`src/rtl/input_conditioner.sv`:
```
// rtl/input_conditioner.sv - button synchroniser, debouncer, edge detector and move/lockout FSM
// Produces one-cycle dir codes and game_rst pulses for gameController.
module input_conditioner #(
  parameter int DEBOUNCE_CYCLES = 65536,
  parameter int LOCKOUT_CYCLES  = 48
) (
  input  logic       clk,
  input  logic       rst,
  input  logic       btn_up,
  input  logic       btn_down,
  input  logic       btn_left,
  input  logic       btn_right,
  input  logic       btn_reset,
  output logic [2:0] dir,
  output logic       game_rst,
  output logic       busy
);

  localparam int CW = $clog2(DEBOUNCE_CYCLES + 1);
  localparam int LW = $clog2(LOCKOUT_CYCLES + 1);
  localparam logic [2:0] DIR_IDLE = 3'd4;

  typedef enum logic [1:0] {
    S_IDLE,
    S_FIRE,
    S_LOCK,
    S_WAIT_REL
  } state_t;

  // Bit order: 0=up 1=down 2=left 3=right 4=reset, so bit index equals dir code.
  logic [4:0]    w_raw;
  logic [4:0]    r_sync1;
  logic [4:0]    r_sync2;
  logic [4:0]    r_stable;
  logic [4:0]    r_stable_q;
  logic [4:0]    r_press;
  logic [CW-1:0] r_cnt [0:4];

  state_t        r_state;
  state_t        w_next;
  logic [LW-1:0] r_lock_cnt;
  logic [LW-1:0] w_lock_next;
  logic [2:0]    w_dir_next;
  logic          w_grst_next;

  assign w_raw = {btn_reset, btn_right, btn_left, btn_down, btn_up};

  always_ff @(posedge clk or posedge rst) begin
    if (rst) begin
      r_sync1    <= '0;
      r_sync2    <= '0;
      r_stable   <= '0;
      r_stable_q <= '0;
      r_press    <= '0;
      for (int i = 0; i < 5; i++) r_cnt[i] <= '0;
    end else begin
      r_sync1    <= w_raw;
      r_sync2    <= r_sync1;
      r_stable_q <= r_stable;
      r_press    <= r_stable & ~r_stable_q;
      for (int i = 0; i < 5; i++) begin
        if (r_sync2[i] == r_stable[i]) begin
          r_cnt[i] <= '0;
        end else if (r_cnt[i] == CW'(DEBOUNCE_CYCLES - 1)) begin
          r_stable[i] <= ~r_stable[i];
          r_cnt[i]    <= '0;
        end else begin
          r_cnt[i] <= r_cnt[i] + CW'(1);
        end
      end
    end
  end

  always_ff @(posedge clk or posedge rst) begin
    if (rst) begin
      r_state    <= S_IDLE;
      r_lock_cnt <= '0;
      dir        <= DIR_IDLE;
      game_rst   <= 1'b0;
      busy       <= 1'b0;
    end else begin
      r_state    <= w_next;
      r_lock_cnt <= w_lock_next;
      dir        <= w_dir_next;
      game_rst   <= w_grst_next;
      busy       <= (w_next != S_IDLE);
    end
  end

  always_comb begin
    w_next      = r_state;
    w_lock_next = r_lock_cnt;
    w_dir_next  = DIR_IDLE;
    w_grst_next = 1'b0;
    // A reset press overrides everything, including a coincident direction press.
    if (r_press[4]) begin
      w_grst_next = 1'b1;
      w_next      = S_WAIT_REL;
    end else begin
      case (r_state)
        S_IDLE: begin
          if (|r_press[3:0]) begin
            w_next = S_FIRE;
            if (r_press[0])      w_dir_next = 3'd0;
            else if (r_press[1]) w_dir_next = 3'd1;
            else if (r_press[2]) w_dir_next = 3'd2;
            else                 w_dir_next = 3'd3;
          end
        end
        S_FIRE: begin
          w_next      = S_LOCK;
          w_lock_next = LW'(LOCKOUT_CYCLES - 1);
        end
        S_LOCK: begin
          if (r_lock_cnt == '0) w_next = S_WAIT_REL;
          else                  w_lock_next = r_lock_cnt - LW'(1);
        end
        S_WAIT_REL: begin
          if (r_stable[3:0] == 4'b0000) w_next = S_IDLE;
        end
        default: w_next = S_IDLE;
      endcase
    end
  end

endmodule

```
`config.mk`:
```
export PLATFORM = sky130hd
export DESIGN_NAME = input_conditioner
export DESIGN_NICKNAME = d
export VERILOG_FILES = /design/src/rtl/input_conditioner.sv
export SDC_FILE = /design/constraint.sdc
export NUM_CORES = 1
export LEC_CHECK = 0
export ABC_CLOCK_PERIOD_IN_PS = 7800
export BUFFER_PORTS_ARGS = -buffer_cell sky130_fd_sc_hd__buf_2
export CAP_MARGIN = 20
export CORE_MARGIN = 2
export CORE_UTILIZATION = 30
export CTS_CLUSTER_DIAMETER = 80
export DETAILED_ROUTE_END_ITERATION = 8
export PLACE_DENSITY = 0.48
export SLEW_MARGIN = 20
export SYNTH_ARGS = -nofsm -noshare
export SYNTH_HDL_FRONTEND = slang
export SYNTH_SLANG_ARGS = --single-unit
```
`constraint.sdc`:
```
create_clock -name clk -period 7.8 [get_ports clk]
set_input_delay 1.56 -clock clk [delete_from_list [all_inputs] [get_ports clk]]
set_output_delay 1.56 -clock clk [all_outputs]
set_load 0.1 [all_outputs]
```
==> results.md <==
* Status: finished clean
* Routed wl met2 at 4.45 mm
* Min-delay src: r_sync1[4]$_DFF_PP0_
* CTS tree: done
* Power, Total at around 1.5 mW
* Clock sinks at about 120
* Final setup vio count at 0
* Final slew viol count at 0
* Post-synth ARST share at 100%
* Hold EP: r_sync2[4]$_DFF_PP0_
* Static Leak at 2.84 nW
* Commonest non-fill, non-tap cells in the layout: dfrtp_1 (122), nor2_1 (87), xor2_1 (43)
* Fill cells at roughly 1800
* Vias in the first global route at 3687
* DIE HEIGHT at 139 um
* Synthesis-stage register bit count at 123
* Layout net count at 550
* Post-synth EDFFs at 0
* Kind of critical path: reg -> out
* Slowest stage delay, CP at 0.51 ns
* VDD IR max at 0.177 mV
* Most common cell after layout, fill and taps aside: dfrtp_1
* Synth Cell Area at between 5000 and 6000 sq um
* TNS Setup at 0 ns
* # IOs at 12
* Detailed Routing Iterations Pass 1 at 4
* First-pass GRT wire length at around 17 mm
* Later-pin clock latency in the skew report at between 0.4 and 0.5 ns
* Crit end category: primary output
* Reg2reg end: r_cnt[45]$_DFF_PP0_
* Register area at 3080 sq um
* Core ar. at 18000 sq um
* Worst-path clk slew at around 0.05 ns
* Crit Path Max Fanout at 1
* Yosys cell types at 44
* Gr usage total at 11.0%
* GRT Residual Overflow at 0
* Max Cap Viol at 0
* Crit start category: flip-flop
* HPWL Detailed at ~6.4 mm
* Vias per cell at 4.79
* Diode count at 0
* Power density over the cells at 231 nW/um^2
* Final hold vios at 0
* Critical Path AT at roughly 1.3 ns
* Final ANT Viol Nets at 0
* Final GP Congestion at between 0.7 and 0.8
* Met3 WL at 323 um
* Total number of vias at 3706
* CTS buffer count at 17
* Core Util, Final at a little over a third
* Initial core utilization at between 30 and 40%
* Fmax at 346 MHz
* Hold buffer count at cts at 0
* Mapped Cells at around 500
* Layout cell share with drive strength beyond 1 at between 10% and 20%
* Worst slew pin tran at between 1 and 1.5 ns
* Worst-path cell with the longest stage delay: dfstp_2
* Clock Path Buffers at 2
* Placed Area at 5790 sq um
* Post-Syn Nets at 529
* Die W at ~140 um
* PortBufs at 11
* Hold_ws at ~0.34 ns
* Post_cts resized at 0
* Postcts setup bufs at 0
* Hold path depth at 0
* Syn avg cell area at between 10 and 15 sq um
* Yosys warns at 0
* CTS root buffer: clkbuf_16
* Tcrit/Tclk final at about 37%
* Cells on worst reg2reg path at 4
* Syn-to-layout area delta at 16.3%
* Wire per inst at 12.8 um
* RSZ-0062 raised after global routing: no
* Hold Path Class: reg -> reg
* Crit path cell chain: buf_2
* Sequential area share after synthesis at 56.0%
* Initial antenna violation count at 0
* DRC at 0
* Row Count at 49
* DRT Wirelength at around 10 mm
* R2R Setup Slk at 5.46 ns
* Die Footprint at about 19000 sq um
* Worst EP required at 6.24 ns
* Final instance area at 6390 sq um
* Max layer used: met4
* M1 WL at 5.00 mm
* Ys flop type: dfrtp_1
* DR iter-0 viols at 200
* Worst path bufs/invs at 1
* Max-slew headroom at between 20 and 30%
* Area occupied by multi-input gates at around 2300 sq um
* H-tree levels at 4
* Cell family with the largest share of critical-path delay: flip-flops
* Layout Skew at roughly 0.0087 ns
* Reg2Reg Launch Point: r_cnt[36]$_DFF_PP0_
* Tmin final at 2.89 ns
* Largest net degree at the start of global routing at 67
## sequential cells by signal (all words and copies together), names as in the netlist
signal	cells
r_press	5
r_stable_q	5
r_stable	5
r_lock_cnt	6
r_state	2
r_sync1	5
busy	1
game_rst	1
r_cnt	85
dir	3
r_sync2	5
## cell type report
cell class,instances,area share (%)
Tap cell,229,4.48
Multi-Input combinational cell,362,36.2
Timing Repair Buffer,12,0.979
Inverter,17,1.04
Clock inverter,9,1.88
Sequential cell,123,48.2
Clock buffer,22,7.26
## routing by layer
layer | track usage (%) | vias to the layer above
li1 | - | 1824
met1 | 15.0 | 1824
met2 | 16.3 | 48
met3 | 3.82 | 10
met4 | 4.31 | 0
met5 | 0 | -
## worst max path at each step
stage / slack [ns] / end / cells after the start / startpoint
after CTS: 4.89 / dir[2] / 1 / dir[2]$_DFF_PP1_
final: 4.91 / dir[2] / 1 / dir[2]$_DFF_PP1_
after floorplan: 2.97 / busy$_DFF_PP0_ / 1 / rst
after detailed placement: 4.67 / r_cnt[22]$_DFF_PP0_ / 3 / rst
after global placement: 4.71 / r_cnt[20]$_DFF_PP0_ / 3 / rst
after global routing: 4.87 / dir[2] / 1 / dir[2]$_DFF_PP1_
## power by group
part | switching (mW) | internal (mW) | leakage (nW)
Combinational | 0.0279 | 0.00981 | 0.862
Clock | 0.269 | 0.514 | 0.293
Sequential | 0.00873 | 0.648 | 1.68
## per-stage QoR
step	instances	worst slack (ns)
3_5_place_dp	743	4.67
5_1_grt	774	4.87
2_1_floorplan	512	2.97
3_3_place_gp	743	4.71
4_1_cts	774	4.89
6_report	774	4.91
## cell families after synthesis
kind of cell | Yosys count | synth area share (%)
buffers and inverters | 27 | 2.12
XOR/XNOR | 68 | 10.8
flip-flops | 123 | 56.0
AO/OA/AOI/OAI | 41 | 5.56
adder cells (fa/ha/maj) | 10 | 2.28
AND/OR/NAND/NOR | 238 | 22.1
multiplexers | 5 | 1.02
## Yosys cell counts (all sizes together) (7+ instances only)
| library cell | number | area (sq um) |
|---|---|---|
| nor3 | 13 | 65.1 |
| nand3 | 26 | 135 |
| and4 | 8 | 71.3 |
| dfrtp | 122 | 3050 |
| nand4 | 33 | 221 |
| inv | 17 | 63.8 |
| or3 | 7 | 43.8 |
| ha | 10 | 125 |
| and2 | 9 | 56.3 |
| nor2 | 87 | 327 |
| a21oi | 9 | 45.0 |
| o21ai | 8 | 43.8 |
| nand2 | 25 | 93.8 |
| xnor2 | 25 | 219 |
| nor4 | 8 | 50.1 |
| buf | 7 | 41.3 |
| xor2 | 43 | 377 |
Note: power is estimated with default switching activity, not from simulation.
